[src/rtl/mux2x1_rr_pkg.sv]
// Shared definitions for the two-source round-robin merger: default widths,
// source index constants and a small index-to-one-hot helper.
package mux2x1_rr_pkg;

    localparam int DATA_SIZE_DEF = 10;
    localparam int CNT_SIZE_DEF  = 8;

    localparam logic SRC0 = 1'b0;
    localparam logic SRC1 = 1'b1;

    function automatic logic [1:0] srcOneHot(input logic idx);
        return idx ? 2'b10 : 2'b01;
    endfunction

endpackage

[src/rtl/mux2x1_rr_arb2.sv]
// Two-requester round-robin arbiter: on a tie the source that did not win last
// time is granted; no grant while downstream space is not allowed or in reset.
module rr_arb2
    import mux2x1_rr_pkg::*;
(
    input  logic       clk,
    input  logic       reset,
    input  logic       i_allow,
    input  logic [1:0] i_req,
    output logic [1:0] o_grant
);

    logic       r_last_grant;
    logic [1:0] w_grant;

    always_comb begin
        w_grant = 2'b00;
        if (reset && i_allow) begin
            case (i_req)
                2'b01:   w_grant = srcOneHot(SRC0);
                2'b10:   w_grant = srcOneHot(SRC1);
                2'b11:   w_grant = srcOneHot(~r_last_grant);
                default: w_grant = 2'b00;
            endcase
        end
    end

    // Starting at SRC1 makes source 0 win the very first tie.
    always_ff @(posedge clk or negedge reset) begin
        if (!reset) begin
            r_last_grant <= SRC1;
        end else if (|w_grant) begin
            r_last_grant <= w_grant[1];
        end
    end

    assign o_grant = w_grant;

endmodule

[src/rtl/mux2x1_rr.sv]
// Merges two source FIFOs into one downstream FIFO with fair round-robin
// arbitration, almost-full backpressure and per-source forwarded-word counters.
module mux2x1_rr
    import mux2x1_rr_pkg::*;
#(
    parameter int DATA_SIZE = DATA_SIZE_DEF,
    parameter int CNT_SIZE  = CNT_SIZE_DEF
) (
    input  logic                 clk,
    input  logic                 reset,
    input  logic                 fifo0_empty,
    input  logic                 fifo1_empty,
    input  logic [DATA_SIZE-1:0] fifo0_data,
    input  logic [DATA_SIZE-1:0] fifo1_data,
    input  logic                 fifo_down_almostfull,
    output logic                 pop_0,
    output logic                 pop_1,
    output logic [DATA_SIZE-1:0] out,
    output logic                 push,
    output logic [CNT_SIZE-1:0]  cnt0,
    output logic [CNT_SIZE-1:0]  cnt1
);

    logic [1:0]           w_grant;
    logic                 r_rd_valid;
    logic                 r_rd_sel;
    logic [DATA_SIZE-1:0] r_out;
    logic                 r_push;
    logic [CNT_SIZE-1:0]  r_cnt0;
    logic [CNT_SIZE-1:0]  r_cnt1;

    rr_arb2 u_arb (
        .clk     (clk),
        .reset   (reset),
        .i_allow (!fifo_down_almostfull),
        .i_req   ({!fifo1_empty, !fifo0_empty}),
        .o_grant (w_grant)
    );

    assign pop_0 = w_grant[0];
    assign pop_1 = w_grant[1];

    // Stage 1 remembers which FIFO was read; stage 2 captures its data, which
    // the source FIFO presents the cycle after the pop.
    always_ff @(posedge clk or negedge reset) begin
        if (!reset) begin
            r_rd_valid <= 1'b0;
            r_rd_sel   <= SRC0;
            r_out      <= '0;
            r_push     <= 1'b0;
            r_cnt0     <= '0;
            r_cnt1     <= '0;
        end else begin
            r_rd_valid <= |w_grant;
            if (|w_grant) begin
                r_rd_sel <= w_grant[1];
            end
            r_push <= r_rd_valid;
            if (r_rd_valid) begin
                r_out <= (r_rd_sel == SRC1) ? fifo1_data : fifo0_data;
                if (r_rd_sel == SRC1) begin
                    r_cnt1 <= r_cnt1 + 1'b1;
                end else begin
                    r_cnt0 <= r_cnt0 + 1'b1;
                end
            end
        end
    end

    assign out  = r_out;
    assign push = r_push;
    assign cnt0 = r_cnt0;
    assign cnt1 = r_cnt1;

endmodule
[config.mk]
export PLATFORM = sky130hd
export DESIGN_NAME = mux2x1_rr
export DESIGN_NICKNAME = d
export VERILOG_FILES = /design/src/rtl/mux2x1_rr_pkg.sv /design/src/rtl/mux2x1_rr_arb2.sv /design/src/rtl/mux2x1_rr.sv
export SDC_FILE = /design/constraint.sdc
export NUM_CORES = 1
export LEC_CHECK = 0
export BUFFER_PORTS_ARGS = -buffer_cell sky130_fd_sc_hd__buf_2
export CORE_ASPECT_RATIO = 1.75
export CORE_MARGIN = 5
export CORE_UTILIZATION = 50
export CTS_CLUSTER_DIAMETER = 150
export DETAILED_ROUTE_END_ITERATION = 7
export PLACE_DENSITY = 0.83
export SYNTH_ARGS = -nofsm -noshare
export SYNTH_HDL_FRONTEND = slang
export SYNTH_SLANG_ARGS = --single-unit
[constraint.sdc]
create_clock -name clk -period 2.4 [get_ports clk]
set_input_delay 0.36 -clock clk [delete_from_list [all_inputs] [get_ports clk]]
set_output_delay 0.36 -clock clk [all_outputs]
set_load 0.05 [all_outputs]
Word-level counts from Yosys, hierarchy flattened
Cells that the tools add are included.
- $add $sub $neg: 2
- equality and inequality tests: 3
- mux-type cells: 4
- bitwise operators: 1
- reduce and logical (&&, ||, !) cells: 7
- operators with widths (kind ; number):
    adder 8 x 1 -> 8 bit, second input constant ; 2
    two-way mux 10 bit ; 1
    case mux 2 bit (3 select lines) ; 1
    equality test 2 bit, second input constant ; 2
    two-way mux 2 bit ; 2
    AND reduction 2 bit ; 2
    logical NOT 1 bit ; 3
    equality test 2 x 1 -> 1 bit, second input constant ; 1
    OR reduction 2 bit ; 1
    logical AND 1 bit ; 1
    NOT 1 bit ; 1
- register bits: 30
- output and inout port bits: 29
- logic and storage cells: 24

Depth between registers and ports, before layout
Gate-level depths: netlist (run 1).
- depth after elaboration: 5
- mapped depth: 4

Cells and area by module
Synthesis (run 1) repeated with hierarchy kept, for this count alone.
- cells, all modules: 118
- area total of the unflattened synthesis: 1323.8 um2
- modules (own cells, without submodules) (module ; instances ; cells an instance ; area each (um2)):
    mux2x1_rr ; 1 ; 110 ; 1256.2
    rr_arb2 ; 1 ; 8 ; 67.6

Worst setup path after synthesis (run 1)
Ideal clock, no wire load.
- kind: input to output
- start: input fifo_down_almostfull
- end: output pop_1
- arrival time: 1698 ps
- required time: 2040 ps
- path slack: 342 ps
- stages: 2
- cell sequence: nand2b_1 -> nor3_1
- word-level cells in the longest chain between the ends: 3
- ends and longest elaborated chain (item ; line ; RTL):
    start, declared ; mux2x1_rr.sv:15 ; input logic fifo_down_almostfull,
    logical NOT 1 bit ; mux2x1_rr.sv:35 ; .i_allow (!fifo_down_almostfull),
    logical AND 1 bit ; mux2x1_rr_arb2.sv:18 ; if (reset && i_allow) begin
    two-way mux 2 bit ; mux2x1_rr_arb2.sv:18 ;
    end, declared ; mux2x1_rr.sv:17 ; output logic pop_1,
No other way between the ends.

Worst setup path in the final report (run 1)
- start: register u_arb.r_last_grant
- end: output pop_0
- word-level cells in the longest chain between the ends: 3
- ends and longest elaborated chain (item ; line ; RTL):
    start, declared ; mux2x1_rr_arb2.sv:13 ; logic r_last_grant;
    start signal, assigned ; mux2x1_rr_arb2.sv:33 ; r_last_grant <= w_grant[1];
    two-way mux 2 bit ; mux2x1_rr_pkg.sv:12 ; return idx ? 2'b10 : 2'b01;
    case mux 2 bit (3 select lines) ; mux2x1_rr_arb2.sv:19 ; case (i_req)
    two-way mux 2 bit ; mux2x1_rr_arb2.sv:18 ;
    end, declared ; mux2x1_rr.sv:16 ; output logic pop_0,
No other way between the ends.

==> results of run 1 <==
==> power by group <==
group	switching (W)	total [W]	internal, W
clock network	0.000169	0.000368	0.000199
registers	0.000124	0.000748	0.000624
logic	0.000544	0.000752	0.000207
==> Yosys cell counts, drive strengths merged, types with 2 or more instances <==
cell type,number
a21oi,11
a21o,2
nor2b,2
nand4,6
nor2,13
clkbuf,2
nand2,5
xnor2,12
mux2,2
ha,2
buf,2
inv,2
xor2,2
mux2i,10
dfrtp,29
==> layout make-up <==
class | instances | area (um2)
sequential | 30 | 752
multi-input combinational | 75 | 514
tap | 26 | 32.5
timing repair buffer | 56 | 288
clock buffer | 7 | 76.3
inverter | 2 | 7.51
fill | 205 | 822
==> cell families after synthesis <==
kind of cell / Yosys count / synth area share [%]
AO/OA/AOI/OAI: 13 / 5.43
buffers and inverters: 6 / 1.94
adder cells (fa/ha/maj): 2 / 1.94
flip-flops: 30 / 58.2
AND/OR/NAND/NOR: 34 / 13.5
multiplexers: 12 / 9.50
XOR/XNOR: 14 / 9.50
==> stage by stage <==
step / hold WS (ns) / cell area (um2) / util, % / power, W
2_1_floorplan: 0.0644 / 1290 / - / 0.00130
3_3_place_gp: 0.436 / 1590 / 64.0 / 0.00148
3_5_place_dp: 0.440 / 1590 / 64.0 / 0.00152
4_1_cts: 0.137 / 1670 / 67.0 / 0.00189
5_1_grt: 0.148 / 1670 / 67.0 / 0.00197
6_report: 0.130 / 1670 / 67.0 / 0.00187
==> worst max-delay path by stage <==
| stage | from | to | slack (ns) | cells past startpoint |
|---|---|---|---|---|
| floorplan | fifo_down_almostfull | pop_1 | 0.34 | 2 |
| global placement | fifo_down_almostfull | pop_0 | 0.78 | 5 |
| detailed placement | fifo_down_almostfull | pop_0 | 0.73 | 5 |
| CTS | u_arb.r_last_grant$_DFFE_PN1P_ | pop_0 | 0.46 | 4 |
| global route | u_arb.r_last_grant$_DFFE_PN1P_ | pop_0 | 0.41 | 4 |
| finish | u_arb.r_last_grant$_DFFE_PN1P_ | pop_0 | 0.48 | 4 |
==> registers in the layout, summed over array words and instances, names as in the netlist <==
signal and cells:
cnt0 8, cnt1 8, out 10, push 1
r_rd_sel 1, r_rd_valid 1, u_arb.r_last_grant 1
==> critical path: cells and delay by family (launching register included) <==
kind	cells	cell delay [ns]
simple gates	2	0.42
flops	1	0.54
buf+inv	2	0.32
==> cell usage in the layout, fill, tap and decap left out <==
| master | synthesis | routed |
|---|---|---|
| buf_2 | 2 | 53 |
| dfrtp_1 | 29 | 29 |
| nor2_1 | 13 | 13 |
| xnor2_1 | 12 | 12 |
| a21oi_1 | 11 | 11 |
| mux2i_1 | 10 | 10 |
| nand4_1 | 6 | 6 |
| nand2_1 | 5 | 5 |
| clkbuf_8 | 0 | 5 |
| buf_4 | 0 | 3 |
| inv_1 | 2 | 2 |
| nor2b_1 | 2 | 2 |
| mux2_2 | 2 | 2 |
| xor2_1 | 2 | 2 |
| a21o_1 | 2 | 2 |
| ha_1 | 2 | 2 |
| clkbuf_1 | 2 | 2 |
| nand2b_1 | 1 | 1 |
| or3_1 | 1 | 1 |
| nor3_1 | 1 | 1 |
| and3_1 | 1 | 1 |
| and4b_1 | 1 | 1 |
| nand3_1 | 1 | 1 |
| and4_1 | 1 | 1 |
| or3b_1 | 1 | 1 |
| dfstp_2 | 1 | 1 |
==> per-layer routing <==
metal	vias up	global-route usage, %	part of all wire (%)
li1	501	-	-
met1	487	17.1	36
met2	35	30.2	56
met3	7	5.43	5.8
met4	0	9.14	2.5
met5	-	0	0
==> results.ini, run 1 <==
[yosys]
synthTopCellsByArea = dfrtp_1 56%, xnor2_1 8.1%, mux2i_1 7.8%
synthCells = 111
ys_ff_latch = 30
synth_warnings = 0
synth_cell_type_count = 24
syn_nets = 138
synth_area_um2 = 1290
synth_area_per_cell_um2 = 11.6
yosysTopAreaCellShare_pct = 56.2
synth_top_cell_by_area = dfrtp_1
yosysSeqAreaShare_pct = 58.2
synth_ff_type = dfrtp_1
synth_edf_count = 0
synthArstFlopShare_pct = 100

[route]
viasPerCell = 5.26
drt-wirelength-per-cell_um = 14.7
routed_wl_mm = 2.88
num_vias = 1030
drc_errors = 0
ant_nets = 0
drt_iter0_markers = 20
drt-pass1-iter-count = 3

[timing]
min_period_over_period_pct = 79.9
rsz0062_at_grt = no
finClkSkew_ns = 0.00294
finalCriticalPeriod_ns = 1.92
relSlewSlack_pct = 75.2
tns_ns = 0
layout_setup_ws_ns = 0.482
fmax_mhz = 521
hold_viol = 0
setup_viol = 0
tightestPinTransition_ns = 0.372
slew_viol_final = 0

[setup_path]
critPathSlowestCell = dfstp_2
rr_worst_depth = 4
cpPeakStageDelay_ns = 0.54
critPathArrivalTime_ns = 1.56
worstPathCellList = nor2_1 > or3_1 > inv_1 > buf_2
crit_fanout = 3
critPathCaptureType = output port
timing.reg2reg.setup_slack_ns = 0.94
cp.required_ns = 2.04
crit_type = reg -> out
rr_endpoint = cnt1[7]$_DFFE_PN0P_
startpoint_type = flip-flop
rr_startpoint = r_rd_valid$_DFF_PN0_

[power_and_ir_drop]
p_leak_nw = 0.869
ir_drop_mv = 0.638
p_per_area_nw_per_um2 = 1120

[clock_tree]
ctsHoldBuffers = 0
cts_root_buf = clkbuf_8
cts_buffer_depth = 2
insertion_delay_ns = 0.28
cts.clk_slew.worst_paths_ns = 0.06
htreeDepth = 2
clock_sinks = 30
postCtsSetupBuffers = 0
cts_resized = 0
cts_made_buffers = 5
cts_tree = done

[layout]
drive_gt1_share_pct = 37.6
area_delta_synth_final_pct = 29.4
final_nets = 197
final_cells = 196
antennaDiodeCount = 0

[global_route]
grt_max_degree = 31
grt_pass1_wl_mm = 5.03
grt_pass1_vias = 1119
antenna_found_initial = 0
grt_util_all_layers_pct = 17.1
grt_overflow_total = 0

[placed_design]
port_buffers = 53
gp_congestion = 0.734
place_inst = 189
dp_slack_ns = 0.727
dp_hpwl_mm = 2.23

[die]
rows = 24
die_w_um = 48.4
start_util_pct = 51.8
core_area_um2 = 2490
dieArea_um2 = 3740
dieHeight_um = 77.2
pin_count = 54

[run]
maxCapViolCount = 0

[worst_hold_path]
hold_path_class = in -> async

[run_status]
outcome = finished, final reports clean

No activity file was read; power rests on OpenSTA's default activity.
==> run 2, diff against run 1 <==
--- a/config.mk
+++ b/config.mk
@@ -8,10 +8,10 @@
 export BUFFER_PORTS_ARGS = -buffer_cell sky130_fd_sc_hd__buf_2
 export CORE_ASPECT_RATIO = 1.75
 export CORE_MARGIN = 5
-export CORE_UTILIZATION = 50
+export CORE_UTILIZATION = 42
 export CTS_CLUSTER_DIAMETER = 150
 export DETAILED_ROUTE_END_ITERATION = 7
-export PLACE_DENSITY = 0.83
+export PLACE_DENSITY = 0.74
 export SYNTH_ARGS = -nofsm -noshare
 export SYNTH_HDL_FRONTEND = slang
 export SYNTH_SLANG_ARGS = --single-unit
==> constraint.sdc (replaced) <==
create_clock -name clk -period 1.7 [get_ports clk]
set_input_delay 0.255 -clock clk [delete_from_list [all_inputs] [get_ports clk]]
set_output_delay 0.255 -clock clk [all_outputs]
set_load 0.05 [all_outputs]
==> run 2 against run 1 <==
Compared with the run above:
- the run now ends with setup timing left
- sequential share of layout area fell by 0.66 points
- first-iteration DRC count fell by 15%
- wire length fell by 3.0%
- via count fell by 0.87%
- global-route usage fell by 2.8 points
- clock-buffer cell count did not move
- final area rose by 1.5%
- combinational power rose by 41%
- clock skew rose by 0.0010 ns
- non-clock buffer count did not move
- worst setup slack got worse by 0.49 ns
- sequential power rose by 40%
- largest cell class unchanged
- largest power group unchanged
==> results.ini, run 2 (synthesis gave the netlist of run 1 again) <==
[run_status]
violations = setup timing
outcome = finished, violations left

[layout]
area_delta_synth_final_pct = 31.3
n_fill_cell = 257  ; +25%
final_common_cell = buf_2
final_nets = 197  ; unchanged
multiInputGateArea_um2 = 527  ; +2.4%
antennaDiodeCount = 0  ; unchanged
final_cell_mix = 52 x buf_2, 29 x dfrtp_1, 12 x nor2_1, 12 x xnor2_1, 11 x a21oi_1
postLayoutCoreUtil_pct = 57.9  ; -9.1 points
drive_gt1_share_pct = 40.0  ; +2.4 points
largest_register_ffs = 10  ; unchanged
seqCellArea_um2 = 752  ; unchanged

[setup_path]
startpoint_type = flip-flop
cpPeakStageDelay_ns = 0.55  ; about the same
rr_startpoint = r_rd_valid$_DFF_PN0_
critPathSlowestCell = dfstp_2
worstPathCellList = nor2_2 > or3_4 > inv_2 > buf_8
critPathArrivalTime_ns = 1.45  ; -0.11 ns
startpoint = u_arb.r_last_grant$_DFFE_PN1P_
path_buf_inv = 2  ; unchanged
crit_family = flip-flops
rr_worst_depth = 3  ; -1
cp.required_ns = 1.44  ; -0.60 ns
path_depth = 4  ; unchanged
critPathCaptureType = output port
crit_type = reg -> out
crit_fanout = 3  ; unchanged

[timing]
finClkSkew_ns = 0.00397  ; +0.00103 ns
setup_viol = 1  ; +1
slew_viol_final = 0  ; unchanged
rsz0062_at_grt = yes
layout_setup_ws_ns = -0.00447  ; -0.487 ns
tightestPinTransition_ns = 0.369  ; -0.00298 ns
relSlewSlack_pct = 75.4  ; +0.20 points
tns_ns = -0.00447  ; -0.00447 ns
min_period_over_period_pct = 100
fmax_mhz = 587
finalCriticalPeriod_ns = 1.70
hold_viol = 0  ; unchanged

[worst_hold_path]
hold_path_class = in -> async

[power_and_ir_drop]
p_per_area_nw_per_um2 = 1550  ; +38%
ir_drop_mv = 0.807  ; +26%
p_leak_nw = 0.871  ; +0.24%

[route]
drt_iter0_markers = 17  ; -15%
num_vias = 1021  ; -0.87%
drc_errors = 0  ; unchanged
ant_nets = 0  ; unchanged
drt-pass1-iter-count = 4  ; +1
viasPerCell = 5.16  ; -1.9%
routed_wl_mm = 2.80  ; -3.0%
drt-wirelength-per-cell_um = 14.1  ; -4.0%

[clock_tree]
clock_sinks = 30  ; unchanged
cts.clk_slew.worst_paths_ns = 0.06  ; about the same
cts_tree = done
cts_buffer_depth = 2  ; unchanged
htreeDepth = 2  ; unchanged
cts_made_buffers = 5  ; unchanged
insertion_delay_ns = 0.27  ; about the same
cts_root_buf = clkbuf_8

[global_route]
grt_pass1_wl_mm = 4.68  ; -7.0%
grt_util_all_layers_pct = 14.3  ; -2.8 points
grt_pass1_vias = 1070  ; -4.4%
grt_max_degree = 31  ; unchanged
antenna_found_initial = 0  ; unchanged
grt_overflow_total = 0  ; unchanged

[placed_design]
port_buffers = 53  ; unchanged
dp_slack_ns = 0.195  ; -0.532 ns
gp_congestion = 0.685  ; -6.7%
dp_hpwl_mm = 2.12  ; -4.7%

[die]
core_area_um2 = 2930  ; +17%
dieHeight_um = 83.4  ; +7.9%
pin_count = 54  ; unchanged
start_util_pct = 44.1  ; -7.7 points
die_w_um = 51.9  ; +7.2%
rows = 26  ; +8.3%
dieArea_um2 = 4330  ; +16%

[run]
maxCapViolCount = 0  ; unchanged

==> run 2: area by class of cell <==
cell class	instances	share of cell area, %
inverters	2	0.443
flip-flops and latches	30	44.4
repair buffers	56	17.6
well taps	28	2.07
multi-input cells	75	31.1
clock buffers	7	4.50
==> run 2: worst paths after layout <==
kind / end / slack (ns)
max: pop_0 / -0.004
min: out[4]$_DFFE_PN0P_ / 0.02
max reg2reg: cnt1[7]$_DFFE_PN0P_ / 0.38
min reg2reg: cnt0[7]$_DFFE_PN0P_ / 0.46
max in group asynchronous: u_arb.r_last_grant$_DFFE_PN1P_ / 1.37
min in group clk: r_rd_valid$_DFF_PN0_ / 0.20
==> run 2: stage by stage <==
| stage | hold WS [ns] | cells | cell area, um2 | power [W] |
|---|---|---|---|---|
| 5_1_grt | 0.0430 | 198 | 1700 | 0.00278 |
| 3_3_place_gp | 0.319 | 191 | 1600 | 0.00210 |
| 3_5_place_dp | 0.324 | 191 | 1600 | 0.00213 |
| 4_1_cts | 0.0294 | 198 | 1690 | 0.00265 |
| 2_1_floorplan | -0.0406 | 111 | 1300 | 0.00184 |
| 6_report | 0.0151 | 198 | 1700 | 0.00262 |
==> run 2: per-layer routing <==
| metal | vias to the layer above | global-route usage, % | wire length, um |
|---|---|---|---|
| met5 | - | 0 | 0 |
| met4 | 0 | 3.58 | 0 |
| met3 | 0 | 6.45 | 234 |
| met2 | 47 | 25.0 | 1480 |
| met1 | 479 | 14.9 | 1080 |
| li1 | 495 | - | - |
==> run 2: worst reg2reg max path: cells and delay by family (launching register included) <==
kind	cells	cell delay (ns)
and+or+nand+nor	2	0.64
DFF	1	0.44
xor gates and xnor gates	1	0.13
==> run 2: what timing repair did <==
action                                  4_1_cts  5_1_grt
endpoints found under the setup margin        1        1
setup buffers                                 0        0
hold buffers                                  0        0
gates resized for setup                       4        2
cloned                                        0        0
==> run 2: where the power goes <==
group          leakage [nW]  switching [W]  internal, W
registers             0.367       0.000171     0.000882
logic                 0.466       0.000766     0.000295
clock network        0.0383       0.000228     0.000281
